## src/rtl/instr_fetch_stage_if.sv

```systemverilog
// instr_fetch_stage_if: instruction memory request/response bus
interface instr_fetch_stage_if;
  logic        imem_req_valid;
  logic [31:0] imem_req_addr;
  logic        imem_req_ready;
  logic        imem_rsp_valid;
  logic [31:0] imem_rsp_data;
  modport master (
    output imem_req_valid, imem_req_addr,
    input  imem_req_ready, imem_rsp_valid, imem_rsp_data
  );
  modport slave (
    input  imem_req_valid, imem_req_addr,
    output imem_req_ready, imem_rsp_valid, imem_rsp_data
  );
endinterface

```

## src/rtl/instr_fetch_stage.sv

```systemverilog
// instr_fetch_stage: PC, single-outstanding imem fetch, IF/ID register with stall and redirect flush
module instr_fetch_stage #(
  parameter logic [31:0] RESET_PC  = 32'h0000_0000,
  parameter logic [31:0] NOP_INSTR = 32'h0000_0013
) (
  input  logic                       clk,
  input  logic                       reset,
  instr_fetch_stage_if.master        imem,
  input  logic                       redirect_valid,
  input  logic [31:0]                redirect_pc,
  input  logic                       stall,
  output logic                       ifid_valid,
  output logic [31:0]                ifid_pc,
  output logic [31:0]                ifid_instr,
  output logic [6:0]                 ifid_opcode,
  output logic [2:0]                 ifid_funct3
);
  typedef enum logic [1:0] {S_REQ, S_WAIT, S_HOLD} state_t;
  state_t      r_state, w_state_n;
  logic [31:0] r_pc, w_pc_n, r_buf, w_buf_n;
  logic [31:0] r_ifid_pc, w_ifid_pc_n, r_ifid_instr, w_ifid_instr_n;
  logic        r_kill, w_kill_n, r_ifid_valid, w_ifid_valid_n;
  logic        w_accept, w_load;
  logic [31:0] w_load_data;
  assign imem.imem_req_valid = (r_state == S_REQ) && !reset;
  assign imem.imem_req_addr  = r_pc & 32'hFFFF_FFFC;
  assign w_accept            = imem.imem_req_valid && imem.imem_req_ready;
  assign ifid_valid          = r_ifid_valid;
  assign ifid_pc             = r_ifid_pc;
  assign ifid_instr          = r_ifid_instr;
  assign ifid_opcode         = r_ifid_instr[6:0];
  assign ifid_funct3         = r_ifid_instr[14:12];
  always_comb begin
    w_state_n      = r_state;
    w_pc_n         = r_pc;
    w_buf_n        = r_buf;
    w_kill_n       = r_kill;
    w_ifid_valid_n = r_ifid_valid && stall;
    w_ifid_pc_n    = r_ifid_pc;
    w_ifid_instr_n = r_ifid_instr;
    w_load         = 1'b0;
    w_load_data    = r_buf;
    case (r_state)
      S_REQ:  w_state_n = w_accept ? S_WAIT : S_REQ;
      S_WAIT: if (imem.imem_rsp_valid) begin
        if (r_kill) begin
          w_kill_n  = 1'b0;
          w_state_n = S_REQ;
        end else if (!r_ifid_valid || !stall) begin
          w_load      = 1'b1;
          w_load_data = imem.imem_rsp_data;
        end else begin
          w_buf_n   = imem.imem_rsp_data;
          w_state_n = S_HOLD;
        end
      end
      S_HOLD: w_load = !stall;
      default: w_state_n = S_REQ;
    endcase
    if (w_load) begin
      w_ifid_valid_n = 1'b1;
      w_ifid_pc_n    = r_pc;
      w_ifid_instr_n = w_load_data;
      w_pc_n         = r_pc + 32'd4;
      w_state_n      = S_REQ;
    end
    // a request still in flight after redirect must have its response discarded
    if (redirect_valid) begin
      w_pc_n         = redirect_pc & 32'hFFFF_FFFC;
      w_ifid_valid_n = 1'b0;
      w_ifid_instr_n = NOP_INSTR;
      w_kill_n       = (r_state == S_WAIT && !imem.imem_rsp_valid) || w_accept;
      w_state_n      = w_kill_n ? S_WAIT : S_REQ;
    end
  end
  always_ff @(posedge clk) begin
    if (reset) begin
      r_state      <= S_REQ;
      r_pc         <= RESET_PC;
      r_kill       <= 1'b0;
      r_buf        <= NOP_INSTR;
      r_ifid_valid <= 1'b0;
      r_ifid_pc    <= '0;
      r_ifid_instr <= NOP_INSTR;
    end else begin
      r_state      <= w_state_n;
      r_pc         <= w_pc_n;
      r_kill       <= w_kill_n;
      r_buf        <= w_buf_n;
      r_ifid_valid <= w_ifid_valid_n;
      r_ifid_pc    <= w_ifid_pc_n;
      r_ifid_instr <= w_ifid_instr_n;
    end
  end
endmodule
```

## src/flat_wrapper.sv

```systemverilog
// flat-port wrapper written by rule: the top's interface ports become plain ports
module instr_fetch_stage_flat 
#(
  parameter logic [31:0] RESET_PC  = 32'h0000_0000,
  parameter logic [31:0] NOP_INSTR = 32'h0000_0013
)
  (clk, reset, redirect_valid, redirect_pc, stall, ifid_valid, ifid_pc, ifid_instr, ifid_opcode, ifid_funct3, imem_imem_req_valid, imem_imem_req_addr, imem_imem_req_ready, imem_imem_rsp_valid, imem_imem_rsp_data);
  instr_fetch_stage_if imem_i ();
  input  logic clk;
  input  logic reset;
  input  logic redirect_valid;
  input  logic [31:0] redirect_pc;
  input  logic stall;
  output logic ifid_valid;
  output logic [31:0] ifid_pc;
  output logic [31:0] ifid_instr;
  output logic [6:0] ifid_opcode;
  output logic [2:0] ifid_funct3;
  output wire logic [$bits(imem_i.imem_req_valid)-1:0] imem_imem_req_valid;
  output wire logic [$bits(imem_i.imem_req_addr)-1:0] imem_imem_req_addr;
  input wire logic [$bits(imem_i.imem_req_ready)-1:0] imem_imem_req_ready;
  input wire logic [$bits(imem_i.imem_rsp_valid)-1:0] imem_imem_rsp_valid;
  input wire logic [$bits(imem_i.imem_rsp_data)-1:0] imem_imem_rsp_data;
  assign imem_imem_req_valid = imem_i.imem_req_valid;
  assign imem_imem_req_addr = imem_i.imem_req_addr;
  assign imem_i.imem_req_ready = imem_imem_req_ready;
  assign imem_i.imem_rsp_valid = imem_imem_rsp_valid;
  assign imem_i.imem_rsp_data = imem_imem_rsp_data;
  instr_fetch_stage #(.RESET_PC(RESET_PC), .NOP_INSTR(NOP_INSTR)) u_core (.clk(clk), .reset(reset), .imem(imem_i), .redirect_valid(redirect_valid), .redirect_pc(redirect_pc), .stall(stall), .ifid_valid(ifid_valid), .ifid_pc(ifid_pc), .ifid_instr(ifid_instr), .ifid_opcode(ifid_opcode), .ifid_funct3(ifid_funct3));
endmodule
```

## config.mk

```make
export PLATFORM = sky130hd
export DESIGN_NAME = instr_fetch_stage_flat
export DESIGN_NICKNAME = d
export VERILOG_FILES = /design/src/rtl/instr_fetch_stage_if.sv /design/src/rtl/instr_fetch_stage.sv /design/src/flat_wrapper.sv
export SDC_FILE = /design/constraint.sdc
export NUM_CORES = 1
export LEC_CHECK = 0
export ABC_AREA = 1
export BUFFER_PORTS_ARGS = -buffer_cell sky130_fd_sc_hd__buf_2
export CAP_MARGIN = 20
export CORE_AREA = 2 2 145 182
export CTS_CLUSTER_DIAMETER = 150
export DETAILED_ROUTE_END_ITERATION = 6
export DIE_AREA = 0 0 147 184
export PLACE_DENSITY_LB_ADDON = 0.2
export SYNTH_ARGS = -nofsm -noshare
export SYNTH_HDL_FRONTEND = slang
export SYNTH_SLANG_ARGS = --single-unit
export TNS_END_PERCENT = 5
```

## constraint.sdc

```tcl
create_clock -name clk -period 1.9 [get_ports clk]
set_input_delay 0.19 -clock clk [delete_from_list [all_inputs] [get_ports clk]]
set_output_delay 0.19 -clock clk [all_outputs]
set_load 0.02 [all_outputs]
```

==> impl_metrics.env <==
export IMPL_vias_per_cell=4.466
export IMPL_initial_core_util_pct=23.84
export IMPL_yosysWarnings=0
export IMPL_drive_gt1_share_pct=25.19
export IMPL_setup_viol=0
export IMPL_avgSynthCellArea_um2=6.981
export IMPL_critical_path_top_delay_family="simple AND/OR/NAND/NOR gates"
export IMPL_nets=1129
export IMPL_path_max_fanout=5
export IMPL_period_share_pct=96.62
export IMPL_whs_ps=19.67
export IMPL_drt_pass1_iterations=4
export IMPL_yosys_cell_types_count=36
export IMPL_r2r_slack_ps=60
export IMPL_overflow=0
export IMPL_synth_flop_cell="dfxtp_1"
export IMPL_grt_usage_pct=15.90
export IMPL_ff_latch_area_um2=2564
export IMPL_num_vias=6266
export IMPL_rows=65
export IMPL_critical_path_buf_inv_count=4
export IMPL_relSlewSlack_pct=61.12
export IMPL_htreeDepth=4
export IMPL_gp_congestion=0.8370
export IMPL_clk_pin_slew_ps=60
export IMPL_drc=0
export IMPL_place_hpwl_mm=15.16
export IMPL_clk_path_buf_depth=2
export IMPL_ys_seq_area_share_pct=42.63
export IMPL_drt_wirelength_per_cell_um=15.11
export IMPL_powerDensity_nw_per_um2=915.6
export IMPL_clk_latency_ps=430
export IMPL_cts_tree="done"
export IMPL_die_w_um=147
export IMPL_arrival_ps=2190
export IMPL_rr_endpoint="u_core.r_pc[10]"
export IMPL_grt_max_degree=49
export IMPL_slew_viol_final=0
export IMPL_fmaxAchievable_mhz=544.7
export IMPL_worstHoldStart="imem_imem_rsp_data[6]"
export IMPL_die_y_um=184
export IMPL_fillCellCount=2807
export IMPL_grt_pass1_vias=6002
export IMPL_ir_worst_vdd_uv=612.1
export IMPL_tightest_slew_ps=582.6
export IMPL_maxCapViolCount=0
export IMPL_cp_required_ps=2260
export IMPL_period_minus_slack_ps=1836
export IMPL_synthArstFlopShare_pct=0
export IMPL_clock_sinks=128
export IMPL_first_iter_violations=243
export IMPL_startpoint_type="flop"
export IMPL_slowest_stage="dfxtp_2"
export IMPL_clock_skew_ps=7.072
export IMPL_synth_ff_latch_count=128
export IMPL_core_um2=25210
export IMPL_min_path_type="in2reg"
export IMPL_critPathMaxStageDelay_ps=330
export IMPL_finalInstanceArea_um2=8328
export IMPL_r2r_start="u_core.r_state[0]"
export IMPL_num_antenna_cells=0
export IMPL_fin_util_pct=33.03
export IMPL_outcome="complete, no violations"
export IMPL_syn_cell_area_um2=6011
export IMPL_dieArea_um2=27050
export IMPL_holdPathEnd="u_core.r_buf[6]"
export IMPL_grt_antenna_before_repair=0
export IMPL_multi_input_area_um2=2860
export IMPL_crit_path_end_kind="flop"
export IMPL_areaGrowthSynthToFinish_pct=38.55
export IMPL_cts_buffers_inserted=17
export IMPL_crit_chain="inv_2 > ha_1 > inv_1 > or2_4 > nand2_2 > nand2_4 > buf_6 > nor2_4 > clkbuf_16 > nand3_1 > a31oi_1"
export IMPL_place_area_um2=7357
export IMPL_portBuffers=171
export IMPL_whs_path_depth=3
export IMPL_cts_root_buf="clkbuf_16"
export IMPL_crit_cells=11
export IMPL_drt_wl_total_mm=21.20
export IMPL_ios=178
export IMPL_ant_nets=0
export IMPL_hold_viol=0
export IMPL_leakagePower_uw=0.003685
export IMPL_crit_type="reg2reg"
export IMPL_synth_cells=861
export IMPL_grt_pass1_wl_mm=33.13
export IMPL_r2r_cells=11
export IMPL_synth_edf_count=0
stage by stage:
stage / setup slack [ps] / total power, µW / TNS, ps / std cells
6_report: 64.14 / 7625 / 0 / 1403
5_1_grt: -16.26 / 7955 / -16.26 / 1403
4_1_cts: 74.78 / 7717 / 0 / 1398
3_5_place_dp: 96.43 / 3822 / 0 / 1347
3_3_place_gp: 94.12 / 3820 / 0 / 1347
2_1_floorplan: 261.8 / 3433 / 0 / 864
tightest hold or removal path, stage by stage:
cell    delay [ps]
buf_2          100
nor2_1          40
nor2_1          80
registers in the layout, indices dropped and copies added, names as in the netlist:
name / count
u_core.r_kill: 1
u_core.ifid_pc: 30
u_core.r_buf: 32
u_core.r_state: 2
u_core.r_pc: 30
u_core.ifid_valid: 1
u_core.ifid_instr: 32
worst max-delay path by stage:
stage / startpoint / to / slack [ps]
6_report: u_core.r_state[0] / u_core.r_pc[10] / 60
5_1_grt: u_core.r_state[0] / u_core.r_pc[10] / -20
4_1_cts: u_core.r_state[1] / u_core.r_pc[31] / 70
3_5_place_dp: u_core.r_state[1] / u_core.r_pc[31] / 100
3_3_place_gp: u_core.r_state[1] / u_core.r_pc[18] / 90
2_1_floorplan: u_core.r_pc[3] / u_core.r_pc[22] / 260
synth_stat cells (2+ instances only):
cell / instances / area, µm²
a311oi_1: 3 / 26.28
nor2_1: 110 / 412.9
buf_2: 18 / 90.09
clkbuf_1: 23 / 86.33
inv_2: 5 / 18.77
nor2_4: 2 / 22.52
o21ai_1: 34 / 170.2
xor2_1: 10 / 87.58
dfxtp_1: 128 / 2562
nand2_1: 184 / 690.7
a21oi_1: 79 / 395.4
nand2_2: 2 / 12.51
o21ai_0: 79 / 395.4
o31ai_1: 3 / 22.52
a211oi_1: 8 / 60.06
nand4_1: 15 / 93.84
buf_4: 22 / 165.2
nand3b_1: 2 / 15.01
ha_1: 4 / 50.05
a31oi_1: 18 / 112.6
inv_1: 69 / 259.0
nand3_1: 29 / 145.1
logic make-up after synthesis:
kind of cell,Yosys count,share of synthesized area (%)
simple gates,351,24.21
xor+xnor,11,1.603
fa+ha+maj,4,0.8327
flops,128,42.63
compound gates,227,20.15
buf+inv,139,10.51
other cells,1,0.06239
cell usage in the layout, fill, tap and decap left out, drive strengths merged, types with 4 or more instances in the layout:
master         n
ha             4
inv           74
a21oi         79
o21ai        114
nand2        187
nor2         113
clkbuf        25
dfxtp        128
buf          214
a211oi         8
nand4         15
a31oi         18
xor2          10
nand3         30
conb           4
dlygate4sd3   19
bufinv         6
power breakdown:
part	internal, µW	total, µW	switching (µW)
Clock	2570	3820	1250
Combinational	354	943	588
Sequential	2780	2860	83.3
layout make-up:
class                   instances  area share [%]
multi-input cells             597           34.34
clock inverters                 9           2.434
clock buffers                  23           5.739
flip-flops and latches        128           30.78
repair buffers                235           18.18
inverters                      76           3.486
well taps                     335           5.033
timing repair:
item,CTS,global route
endpoints found under the setup margin,0,23
endpoints found under the hold margin,19,0
hold buffers,19,0
gates resized for setup,0,9
buffers inserted,0,3
metal layers:
layer / wire length (µm) / GRT usage [%] / vias up
li1: - / - / 3199
met1: 8980 / 18.36 / 2870
met2: 10650 / 28.36 / 171
met5: 0 / 0 / -
met4: 465 / 5.846 / 0
met3: 1105 / 4.045 / 26
Note: power is estimated with default switching activity, not from simulation.
